`src/rtl/openddr_pkg.sv`:
```
// Shared scheduler types and DDR address-map field positions.
// Pure declarations; no logic, no latency, no flow control.
package openddr_pkg;

    typedef enum logic [1:0] {IDLE, TURN, ISSUE} sched_state_t;
    typedef enum logic {DIR_RD = 1'b0, DIR_WR = 1'b1} sched_dir_t;

    localparam int COL_LSB  = 3;
    localparam int BANK_LSB = 13;
    localparam int ROW_LSB  = 16;
    localparam int COL_W    = 10;
    localparam int BANK_W   = 3;
    localparam int ROW_W    = 16;

endpackage

```
`src/rtl/openddr_cmd_sched_if.sv`:
```
// Request/command bundle between AXI channel logic, the scheduler and the controller.
// master = requester/controller side, slave = scheduler.
interface openddr_cmd_sched_if
    import openddr_pkg::*;
#(
    parameter int ADDR_WIDTH = 40,
    parameter int ID_WIDTH   = 12
) ();

    logic                  wr_req_valid;
    logic                  wr_req_ready;
    logic [ADDR_WIDTH-1:0] wr_req_addr;
    logic [7:0]            wr_req_len;
    logic [ID_WIDTH-1:0]   wr_req_id;

    logic                  rd_req_valid;
    logic                  rd_req_ready;
    logic [ADDR_WIDTH-1:0] rd_req_addr;
    logic [7:0]            rd_req_len;
    logic [ID_WIDTH-1:0]   rd_req_id;

    logic                  cmd_valid;
    logic                  cmd_ready;
    logic                  cmd_write;
    logic [BANK_W-1:0]     cmd_bank;
    logic [ROW_W-1:0]      cmd_row;
    logic [COL_W-1:0]      cmd_col;
    logic [ID_WIDTH-1:0]   cmd_id;
    logic                  cmd_last;
    logic                  busy;

    modport master (
        output wr_req_valid, wr_req_addr, wr_req_len, wr_req_id,
        output rd_req_valid, rd_req_addr, rd_req_len, rd_req_id,
        output cmd_ready,
        input  wr_req_ready, rd_req_ready,
        input  cmd_valid, cmd_write, cmd_bank, cmd_row, cmd_col, cmd_id, cmd_last, busy
    );

    modport slave (
        input  wr_req_valid, wr_req_addr, wr_req_len, wr_req_id,
        input  rd_req_valid, rd_req_addr, rd_req_len, rd_req_id,
        input  cmd_ready,
        output wr_req_ready, rd_req_ready,
        output cmd_valid, cmd_write, cmd_bank, cmd_row, cmd_col, cmd_id, cmd_last, busy
    );

endinterface

```
`src/rtl/openddr_open_row_table.sv`:
```
// Per-bank open-row tracker (built only with OPENDDR_SCHED_ROW_HIT_EN): two lookups, one update.
// Lookups are combinational; an update is visible the cycle after it is written.
`ifdef OPENDDR_SCHED_ROW_HIT_EN
module openddr_open_row_table
    import openddr_pkg::*;
(
    input  logic              clk,
    input  logic              rst_n,
    input  logic [BANK_W-1:0] wr_bank,
    input  logic [ROW_W-1:0]  wr_row,
    output logic              wr_hit,
    input  logic [BANK_W-1:0] rd_bank,
    input  logic [ROW_W-1:0]  rd_row,
    output logic              rd_hit,
    input  logic              upd_en,
    input  logic [BANK_W-1:0] upd_bank,
    input  logic [ROW_W-1:0]  upd_row
);

    localparam int NBANK = 1 << BANK_W;

    logic [ROW_W-1:0] row_q [NBANK];
    logic [NBANK-1:0] vld_q;

    always_ff @(posedge clk or negedge rst_n) begin
        if (!rst_n) begin
            vld_q <= '0;
            for (int i = 0; i < NBANK; i++) row_q[i] <= '0;
        end else if (upd_en) begin
            row_q[upd_bank] <= upd_row;
            vld_q[upd_bank] <= 1'b1;
        end
    end

    assign wr_hit = vld_q[wr_bank] && (row_q[wr_bank] == wr_row);
    assign rd_hit = vld_q[rd_bank] && (row_q[rd_bank] == rd_row);

endmodule
`endif

```
`src/rtl/openddr_cmd_sched.sv`:
```
// Read/write burst scheduler: streak-capped arbitration, turnaround gaps, one column command per beat.
// Accept->first cmd 1 cycle (+TURNAROUND on direction change); cmd held until cmd_ready. Macro OPENDDR_SCHED_ROW_HIT_EN adds row-hit preference.
module openddr_cmd_sched
    import openddr_pkg::*;
#(
    parameter int ADDR_WIDTH = 40,
    parameter int ID_WIDTH   = 12,
    parameter int MAX_STREAK = 4,
    parameter int TURNAROUND = 2
) (
    input  logic               clk,
    input  logic               rst_n,
    openddr_cmd_sched_if.slave bus
);

    localparam int              SW         = $clog2(MAX_STREAK + 1);
    localparam logic [SW-1:0]   STREAK_MAX = SW'(MAX_STREAK);
    localparam logic [3:0]      TURN_INIT  = 4'(TURNAROUND);

    sched_state_t          state_q;
    sched_dir_t            last_dir_q;
    sched_dir_t            grant_dir;
    logic                  last_dir_vld_q;
    logic [SW-1:0]         streak_q;
    logic [SW-1:0]         streak_nxt;
    logic [3:0]            turn_cnt_q;
    logic [7:0]            beat_q;
    logic [7:0]            len_q;

    logic                  cmd_valid_q;
    logic                  cmd_write_q;
    logic [BANK_W-1:0]     cmd_bank_q;
    logic [ROW_W-1:0]      cmd_row_q;
    logic [COL_W-1:0]      cmd_col_q;
    logic [ID_WIDTH-1:0]   cmd_id_q;
    logic                  cmd_last_q;

    logic                  accept;
    logic                  dir_change;
    logic                  need_turn;
    logic                  wr_hit;
    logic                  rd_hit;
    logic [ADDR_WIDTH-1:0] sel_addr;
    logic [7:0]            sel_len;
    logic [ID_WIDTH-1:0]   sel_id;
    logic                  unused_addr_bits;

`ifdef OPENDDR_SCHED_ROW_HIT_EN
    openddr_open_row_table u_open_row_table (
        .clk      (clk),
        .rst_n    (rst_n),
        .wr_bank  (bus.wr_req_addr[BANK_LSB +: BANK_W]),
        .wr_row   (bus.wr_req_addr[ROW_LSB +: ROW_W]),
        .wr_hit   (wr_hit),
        .rd_bank  (bus.rd_req_addr[BANK_LSB +: BANK_W]),
        .rd_row   (bus.rd_req_addr[ROW_LSB +: ROW_W]),
        .rd_hit   (rd_hit),
        .upd_en   (accept),
        .upd_bank (sel_addr[BANK_LSB +: BANK_W]),
        .upd_row  (sel_addr[ROW_LSB +: ROW_W])
    );
`else
    assign wr_hit = 1'b0;
    assign rd_hit = 1'b0;
`endif

    // Streak cap beats row hits, row hits beat the last-direction preference.
    always_comb begin
        grant_dir = last_dir_q;
        if (bus.wr_req_valid && !bus.rd_req_valid) begin
            grant_dir = DIR_WR;
        end else if (bus.rd_req_valid && !bus.wr_req_valid) begin
            grant_dir = DIR_RD;
        end else if (streak_q >= STREAK_MAX) begin
            grant_dir = (last_dir_q == DIR_WR) ? DIR_RD : DIR_WR;
        end else if (wr_hit && !rd_hit) begin
            grant_dir = DIR_WR;
        end else if (rd_hit && !wr_hit) begin
            grant_dir = DIR_RD;
        end
    end

    assign accept     = (state_q == IDLE) && (bus.wr_req_valid || bus.rd_req_valid);
    assign dir_change = (grant_dir != last_dir_q);
    assign need_turn  = dir_change && last_dir_vld_q && (TURNAROUND > 0);
    assign streak_nxt = dir_change ? SW'(1) :
                        (streak_q >= STREAK_MAX) ? STREAK_MAX : streak_q + SW'(1);

    assign sel_addr = (grant_dir == DIR_WR) ? bus.wr_req_addr : bus.rd_req_addr;
    assign sel_len  = (grant_dir == DIR_WR) ? bus.wr_req_len  : bus.rd_req_len;
    assign sel_id   = (grant_dir == DIR_WR) ? bus.wr_req_id   : bus.rd_req_id;

    assign bus.wr_req_ready = accept && (grant_dir == DIR_WR);
    assign bus.rd_req_ready = accept && (grant_dir == DIR_RD);

    always_ff @(posedge clk or negedge rst_n) begin
        if (!rst_n) begin
            state_q        <= IDLE;
            last_dir_q     <= DIR_RD;
            last_dir_vld_q <= 1'b0;
            streak_q       <= '0;
            turn_cnt_q     <= '0;
            beat_q         <= '0;
            len_q          <= '0;
            cmd_valid_q    <= 1'b0;
            cmd_write_q    <= 1'b0;
            cmd_bank_q     <= '0;
            cmd_row_q      <= '0;
            cmd_col_q      <= '0;
            cmd_id_q       <= '0;
            cmd_last_q     <= 1'b0;
        end else begin
            case (state_q)
                IDLE: begin
                    if (accept) begin
                        last_dir_q     <= grant_dir;
                        last_dir_vld_q <= 1'b1;
                        streak_q       <= streak_nxt;
                        len_q          <= sel_len;
                        beat_q         <= '0;
                        cmd_write_q    <= (grant_dir == DIR_WR);
                        cmd_bank_q     <= sel_addr[BANK_LSB +: BANK_W];
                        cmd_row_q      <= sel_addr[ROW_LSB +: ROW_W];
                        cmd_col_q      <= sel_addr[COL_LSB +: COL_W];
                        cmd_id_q       <= sel_id;
                        cmd_last_q     <= (sel_len == 8'd0);
                        if (need_turn) begin
                            state_q    <= TURN;
                            turn_cnt_q <= TURN_INIT;
                        end else begin
                            state_q     <= ISSUE;
                            cmd_valid_q <= 1'b1;
                        end
                    end
                end
                TURN: begin
                    if (turn_cnt_q <= 4'd1) begin
                        state_q     <= ISSUE;
                        cmd_valid_q <= 1'b1;
                    end else begin
                        turn_cnt_q <= turn_cnt_q - 4'd1;
                    end
                end
                ISSUE: begin
                    if (bus.cmd_ready) begin
                        if (cmd_last_q) begin
                            state_q     <= IDLE;
                            cmd_valid_q <= 1'b0;
                            cmd_last_q  <= 1'b0;
                        end else begin
                            // Column wraps within the row; bank/row never carry.
                            beat_q     <= beat_q + 8'd1;
                            cmd_col_q  <= cmd_col_q + COL_W'(1);
                            cmd_last_q <= ((beat_q + 8'd1) == len_q);
                        end
                    end
                end
                default: state_q <= IDLE;
            endcase
        end
    end

    assign bus.cmd_valid = cmd_valid_q;
    assign bus.cmd_write = cmd_write_q;
    assign bus.cmd_bank  = cmd_bank_q;
    assign bus.cmd_row   = cmd_row_q;
    assign bus.cmd_col   = cmd_col_q;
    assign bus.cmd_id    = cmd_id_q;
    assign bus.cmd_last  = cmd_last_q;
    assign bus.busy      = (state_q != IDLE);

    assign unused_addr_bits = ^{bus.wr_req_addr[COL_LSB-1:0], bus.wr_req_addr[ADDR_WIDTH-1:ROW_LSB+ROW_W],
                                bus.rd_req_addr[COL_LSB-1:0], bus.rd_req_addr[ADDR_WIDTH-1:ROW_LSB+ROW_W]};

endmodule

```
`src/flat_wrapper.sv`:
```
// flat-port wrapper written by rule: the top's interface ports become plain ports
module openddr_cmd_sched_flat import openddr_pkg::*;
#(
    parameter int ADDR_WIDTH = 40,
    parameter int ID_WIDTH   = 12,
    parameter int MAX_STREAK = 4,
    parameter int TURNAROUND = 2
)
  (clk, rst_n, bus_wr_req_valid, bus_wr_req_addr, bus_wr_req_len, bus_wr_req_id, bus_rd_req_valid, bus_rd_req_addr, bus_rd_req_len, bus_rd_req_id, bus_cmd_ready, bus_wr_req_ready, bus_rd_req_ready, bus_cmd_valid, bus_cmd_write, bus_cmd_bank, bus_cmd_row, bus_cmd_col, bus_cmd_id, bus_cmd_last, bus_busy);
  openddr_cmd_sched_if #(.ADDR_WIDTH(ADDR_WIDTH), .ID_WIDTH(ID_WIDTH)) bus_i ();
  input  logic clk;
  input  logic rst_n;
  input wire logic [$bits(bus_i.wr_req_valid)-1:0] bus_wr_req_valid;
  input wire logic [$bits(bus_i.wr_req_addr)-1:0] bus_wr_req_addr;
  input wire logic [$bits(bus_i.wr_req_len)-1:0] bus_wr_req_len;
  input wire logic [$bits(bus_i.wr_req_id)-1:0] bus_wr_req_id;
  input wire logic [$bits(bus_i.rd_req_valid)-1:0] bus_rd_req_valid;
  input wire logic [$bits(bus_i.rd_req_addr)-1:0] bus_rd_req_addr;
  input wire logic [$bits(bus_i.rd_req_len)-1:0] bus_rd_req_len;
  input wire logic [$bits(bus_i.rd_req_id)-1:0] bus_rd_req_id;
  input wire logic [$bits(bus_i.cmd_ready)-1:0] bus_cmd_ready;
  output wire logic [$bits(bus_i.wr_req_ready)-1:0] bus_wr_req_ready;
  output wire logic [$bits(bus_i.rd_req_ready)-1:0] bus_rd_req_ready;
  output wire logic [$bits(bus_i.cmd_valid)-1:0] bus_cmd_valid;
  output wire logic [$bits(bus_i.cmd_write)-1:0] bus_cmd_write;
  output wire logic [$bits(bus_i.cmd_bank)-1:0] bus_cmd_bank;
  output wire logic [$bits(bus_i.cmd_row)-1:0] bus_cmd_row;
  output wire logic [$bits(bus_i.cmd_col)-1:0] bus_cmd_col;
  output wire logic [$bits(bus_i.cmd_id)-1:0] bus_cmd_id;
  output wire logic [$bits(bus_i.cmd_last)-1:0] bus_cmd_last;
  output wire logic [$bits(bus_i.busy)-1:0] bus_busy;
  assign bus_i.wr_req_valid = bus_wr_req_valid;
  assign bus_i.wr_req_addr = bus_wr_req_addr;
  assign bus_i.wr_req_len = bus_wr_req_len;
  assign bus_i.wr_req_id = bus_wr_req_id;
  assign bus_i.rd_req_valid = bus_rd_req_valid;
  assign bus_i.rd_req_addr = bus_rd_req_addr;
  assign bus_i.rd_req_len = bus_rd_req_len;
  assign bus_i.rd_req_id = bus_rd_req_id;
  assign bus_i.cmd_ready = bus_cmd_ready;
  assign bus_wr_req_ready = bus_i.wr_req_ready;
  assign bus_rd_req_ready = bus_i.rd_req_ready;
  assign bus_cmd_valid = bus_i.cmd_valid;
  assign bus_cmd_write = bus_i.cmd_write;
  assign bus_cmd_bank = bus_i.cmd_bank;
  assign bus_cmd_row = bus_i.cmd_row;
  assign bus_cmd_col = bus_i.cmd_col;
  assign bus_cmd_id = bus_i.cmd_id;
  assign bus_cmd_last = bus_i.cmd_last;
  assign bus_busy = bus_i.busy;
  openddr_cmd_sched #(.ADDR_WIDTH(ADDR_WIDTH), .ID_WIDTH(ID_WIDTH), .MAX_STREAK(MAX_STREAK), .TURNAROUND(TURNAROUND)) u_core (.clk(clk), .rst_n(rst_n), .bus(bus_i));
endmodule
```
`config.mk`:
```
export PLATFORM = sky130hd
export DESIGN_NAME = openddr_cmd_sched_flat
export DESIGN_NICKNAME = d
export VERILOG_FILES = /design/src/rtl/openddr_pkg.sv /design/src/rtl/openddr_cmd_sched_if.sv /design/src/rtl/openddr_open_row_table.sv /design/src/rtl/openddr_cmd_sched.sv /design/src/flat_wrapper.sv
export SDC_FILE = /design/constraint.sdc
export NUM_CORES = 1
export LEC_CHECK = 0
export CAP_MARGIN = 40
export CORE_MARGIN = 2
export CORE_UTILIZATION = 25
export CTS_CLUSTER_DIAMETER = 80
export CTS_CLUSTER_SIZE = 25
export DETAILED_ROUTE_END_ITERATION = 16
export SLEW_MARGIN = 20
export SYNTH_ARGS = -nofsm -noshare
export SYNTH_HDL_FRONTEND = slang
export SYNTH_HIERARCHICAL = 1
export SYNTH_SLANG_ARGS = --single-unit
```
`constraint.sdc`:
```
create_clock -name clk -period 2.1 [get_ports clk]
set_input_delay 0.42 -clock clk [delete_from_list [all_inputs] [get_ports clk]]
set_output_delay 0.42 -clock clk [all_outputs]
set_load 0.05 [all_outputs]
```
# --- Word-level counts from Yosys, hierarchy flattened ---
# Index checks and enable logic that the tools add are counted.
op_classes:
  addsub: 4
  mul: 0
  div_mod_pow: 0
  n_lt_le_gt_ge: 2
  n_eq_ne: 12
  n_shift: 0
  mux: 37
  n_bitwise: 1
  n_reduce_logical: 21
ops:
  columns: ["op", "count"]
  rows:
  - ["$mux W32", 1]
  - ["$mux W8", 4]
  - ["$mux W10", 3]
  - ["$pmux W10 S2", 1]
  - ["$pmux W8 S2", 1]
  - ["$mux W1", 12]
  - ["$mux W12", 1]
  - ["$mux W4", 3]
  - ["$reduce_and A4 Y1", 3]
  - ["$add A10 B1 Y10 const B", 1]
  - ["$mux W2", 5]
  - ["$add A8 B1 Y8 const B", 1]
  - ["$eq A8 B8 Y1", 1]
  - ["$logic_not A8 Y1", 1]
  - ["$ne A2 B1 Y1 const B", 4]
  - ["$ne A2 B2 Y1 const B", 4]
  - ["$pmux W4 S2", 1]
  - ["$logic_and A1 B1 Y1", 6]
  - ["$mux W3", 2]
  - ["$pmux W2 S3", 1]
  - ["$reduce_and A6 Y1", 1]
  - ["$reduce_bool A2 Y1", 3]
  - ["$le A4 B1 Y1 const B", 1]
  - ["$sub A4 B1 Y4 const B", 1]
  - ["14 further kinds", 15]
totals:
  ff_bits: 70
  latchBits: 0
  ramBits: 0
  rom_bits: 0
  inputBits: 125
  output_inout_bits: 47
  wordCells: 90
  n_memories: 0

# --- Longest topological paths before layout ---
logic_depth:
  word_depth: 9
  mapped_depth: 9
  mapped_depth_nobuf: 7

# --- Least setup slack after synthesis ---
# Ideal clock, no wire load.
synth_path:
  path_kind: "register -> output"
  startpoint: "reg u_core.state_q[0]"
  endpoint: "out bus_wr_req_ready"
  arrival_time_ns: 2.175
  required_ns: 1.680
  setup_slack_ns: -0.495
  stages_incl_launch_ff: 9
  n_path_buf: 5
  cell_sequence: "dfrtp_1 -> buf_6 -> or2_1 -> buf_6 -> or2_0 -> buf_2 -> buf_2 -> buf_2 -> nor2_1"
synth_via:
  elab_chain_len: 3
synth_lines:
  columns: ["element", "line", "rtl"]
  rows:
  - ["start: declaration", "openddr_cmd_sched.sv:20", "sched_state_t state_q;"]
  - ["start signal: assignment", "openddr_cmd_sched.sv:98", "state_q <= IDLE;"]
  - ["start signal: assignment", "openddr_cmd_sched.sv:128", "state_q <= TURN;"]
  - ["start signal: assignment", "openddr_cmd_sched.sv:131", "state_q <= ISSUE;"]
  - ["$logic_not A2 Y1", "openddr_cmd_sched.sv:83", "assign accept = (state_q == IDLE) && (bus.wr_req_valid || bus.rd_req_valid);"]
  - ["$logic_and A1 B1 Y1", "openddr_cmd_sched.sv:83", null]
  - ["$logic_and A1 B1 Y1", "openddr_cmd_sched.sv:93", "assign bus.wr_req_ready = accept && (grant_dir == DIR_WR);"]
  - ["end: declaration", "flat_wrapper.sv:22", "output wire logic [$bits(bus_i.wr_req_ready)-1:0] bus_wr_req_ready;"]
# Every way passes these cells.

# --- Worst setup path in the final report ---
layout_path:
  startpoint: "reg u_core.state_q[1]"
  endpoint: "out bus_rd_req_ready"
layout_via:
  elab_chain_len: 3
layout_lines:
  columns: ["element", "line", "rtl"]
  rows:
  - ["$logic_not A2 Y1", "openddr_cmd_sched.sv:83", null]
  - ["$logic_and A1 B1 Y1", "openddr_cmd_sched.sv:83", null]
  - ["$logic_and A1 B1 Y1", "openddr_cmd_sched.sv:94", "assign bus.rd_req_ready = accept && (grant_dir == DIR_RD);"]
  - ["end: declaration", "flat_wrapper.sv:23", "output wire logic [$bits(bus_i.rd_req_ready)-1:0] bus_rd_req_ready;"]
# Every way passes these cells.

==> flow_metrics.tcl <==
set metrics [dict create \
    status "completed" \
    cts_tree "yes" \
    setup_violations 0 \
    grt_pass1_vias 3666 \
    maxCapViolations 0 \
    clock_skew_ps 5.74 \
    clock_sinks 70 \
    crit_end "bus_rd_req_ready" \
    reg2reg_slack_ps 250 \
    clock_latency_ps 330 \
    worst_path_max_delay_cell "dfrtp_2" \
    regToRegStartpoint "u_core/beat_q[0]" \
    worst-path-stages 5 \
    synth_area_leaders "dfrtp_1, mux2i_1, o21ai_0" \
    mostFrequentLayoutCells "clkdlybuf4s50_1, dfrtp_1, nand2_1" \
    cts_buffers 9 \
    vdd_drop_max_v 0.000507 \
    p_sw_share_pct 45.5 \
    io_buffer_count 149 \
    r2r_cells 5 \
    dp_hpwl_mm 8.50 \
    ant_nets 0 \
    cp_max_fo 7 \
    antenna_found_initial 0 \
    fin_tns_setup_ps 0 \
    synth.avg_cell_area_um2 9.52 \
    internal_power_mw 5.19 \
    rsz0062_at_grt "no" \
    dpl_worst_slack_ps -153 \
    crit_chain "or2_1, buf_4, nor2_1, and2_4, buf_12" \
    die_y_um 128 \
    setup.worst_path.start "u_core/state_q[1]" \
    tightest_slew_ps 534 \
    num_rows 45 \
    fin_nets 709 \
    yosysTopAreaCell "dfrtp_1" \
    first_pass_iters 6 \
    p_per_area_nw_per_um2 1560 \
    fmax_ghz 0.495 \
    crit_path_end_kind "primary output" \
    max_slew_margin_pct 64.3 \
    seqPwrFrac_pct 25.3 \
    hp-class "in2async" \
    grt_max_degree 46 \
    async_flop_share_pct 100 \
    globalplace.congestion 0.821 \
    synth_top_area_share_pct 45.3 \
    critical_path_class "reg2out" \
    drv_slew 0 \
    ys.flop_type "dfrtp_1" \
    finalCoreUtilization_pct 40.3 \
    yosysSeqAreaShare_pct 45.3 \
    timing.final.crit_share_pct 96.2 \
    die_area_um2 16500 \
    die_w_um 128 \
    cts_buffer_depth 2 \
    power_mw 9.53 \
    leakage_nw 2.64 \
    cts_max_level 3 \
    synth_nets 537 \
    fp.coreArea_um2 15100 \
    grt_overflow_total 0 \
    hold_ws_ps 61.7 \
    setup_ws_ps 80.2 \
    root_buffer "clkbuf_16" \
    vias 3630 \
    antenna_cells 0 \
    finalHoldViolations 0 \
    drive_gt1_share_pct 11.7 \
    worstReg2RegEnd "u_core/bus.cmd_last" \
    drc 0 \
    postRouteWirelength_mm 10.8 \
    min_period_ps 2020 \
    slowest_delay_ps 440 \
    cts.clk_slew.worst_paths_ps 50 \
    critPathRequiredTime_ps 1680 \
    wire_per_inst_um 14.1 \
    start_util_pct 25.5 \
    ys_warn_count 6 \
    synth.distinct_cells 51 \
    syn_inst 406 \
    ys_ff_latch 70 \
    final_common_cell "clkdlybuf4s50_1" \
    drtIter0Drc 223 \
    p_switching_mw 4.34 \
    track_usage_pct 13.8 \
    start_kind "flop" \
    grt_first_pass_wirelength_mm 17.9 \
    critPathArrivalTime_ps 1600 \
    path_buf_inv 2 \
    detail_route.vias_per_cell 4.72 \
    synth_enable_flop_cells 0 \
    clkPwrFrac_pct 14.8 \
    path_delay_family "simple AND/OR/NAND/NOR gates" \
    io_pins 172 \
    hold_buffers 0 \
    areaGrowthSynthToFinish_pct 58.2 \
    p_comb_share_pct 59.9 \
    synth_area_um2 3860 \
]
logic make-up after synthesis:
family / Yosys count / share of synthesized area (%)
buffers and inverters: 36 / 4.57
flip-flops: 70 / 45.3
multiplexers: 55 / 14.3
AND/OR/NAND/NOR: 118 / 13.7
AO/OA/AOI/OAI: 111 / 17.9
XOR/XNOR: 10 / 2.27
adder cells (fa/ha/maj): 6 / 1.94
timing repair:
| action | 4_1_cts | 5_1_grt |
|---|---|---|
| gates resized for setup | 6 | 1 |
| buffers inserted | 2 | 0 |
| pin swaps | 1 | 0 |
| gates cloned | 0 | 0 |
| endpoints found under the setup margin | 2 | 1 |
power by group through the flow:
stage	Clock, mW	Sequential (mW)	Combinational, mW
2_1_floorplan	0	3.72	2.33
3_5_place_dp	0	2.43	5.71
6_report	1.41	2.41	5.71
4_1_cts	1.49	2.41	5.77
3_3_place_gp	0	2.40	5.62
5_1_grt	1.54	2.51	6.15
sequential cells by signal, summed over array words and instances (netlist names), 2 cells and up:
register,cells
u_core/bus.cmd_id,12
u_core/turn_cnt_q,4
u_core/bus.cmd_row,16
u_core/bus.cmd_col,10
u_core/bus.cmd_bank,3
u_core/streak_q,3
u_core/len_q,8
u_core/state_q,2
u_core/beat_q,8
metal layers:
metal | track usage (%) | wire [um] | vias up
met2 | 23.2 | 5270 | 98
met1 | 16.6 | 4660 | 1718
met4 | 3.49 | 110 | 0
met3 | 5.26 | 778 | 11
met5 | 0 | 0 | -
li1 | - | - | 1803
worst min-delay path by stage:
stage	endpoint	slack, ps	cells after the start
floorplan	u_core/beat_q[0]	120	0
global placement	u_core/last_dir_vld_q	430	2
detailed placement	u_core/last_dir_vld_q	430	2
CTS	u_core/streak_q[2]	70	1
global route	u_core/bus.cmd_id[8]	100	1
finish	u_core/bus.cmd_row[15]	60	1
per-stage QoR:
step | area [um2] | cells
final | 6110 | 769
after global routing | 6110 | 769
after CTS | 6110 | 769
after detailed placement | 5810 | 753
after global placement | 5810 | 753
after floorplan | 3890 | 406
Yosys cell counts, drive strengths merged (2+ instances only):
library cell / count
nand2b: 2
a22o: 3
a22oi: 2
nor2: 20
mux2i: 53
a31o: 2
a21o: 4
o22ai: 2
and3: 3
o21bai: 2
o22a: 4
a211oi: 2
o21ai: 53
o221ai: 3
nand2: 61
o31ai: 5
o21a: 2
clkbuf: 10
nor3: 3
dfrtp: 70
mux2: 2
a21oi: 15
o41ai: 2
xnor2: 7
nand3: 10
ha: 6
or2: 2
o32ai: 2
nor4: 7
nor2b: 4
buf: 15
nand3b: 2
xor2: 3
inv: 11
final cells by class:
type / instances / area [um2]
well taps: 188 / 235
repair buffers: 186 / 1850
clock buffers: 13 / 270
clock inverters: 1 / 5.00
multi-input cells: 300 / 1960
inverters: 11 / 41.3
fillers: 1506 / 9030
flip-flops and latches: 70 / 1750
No activity file was read; power rests on OpenSTA's default activity.
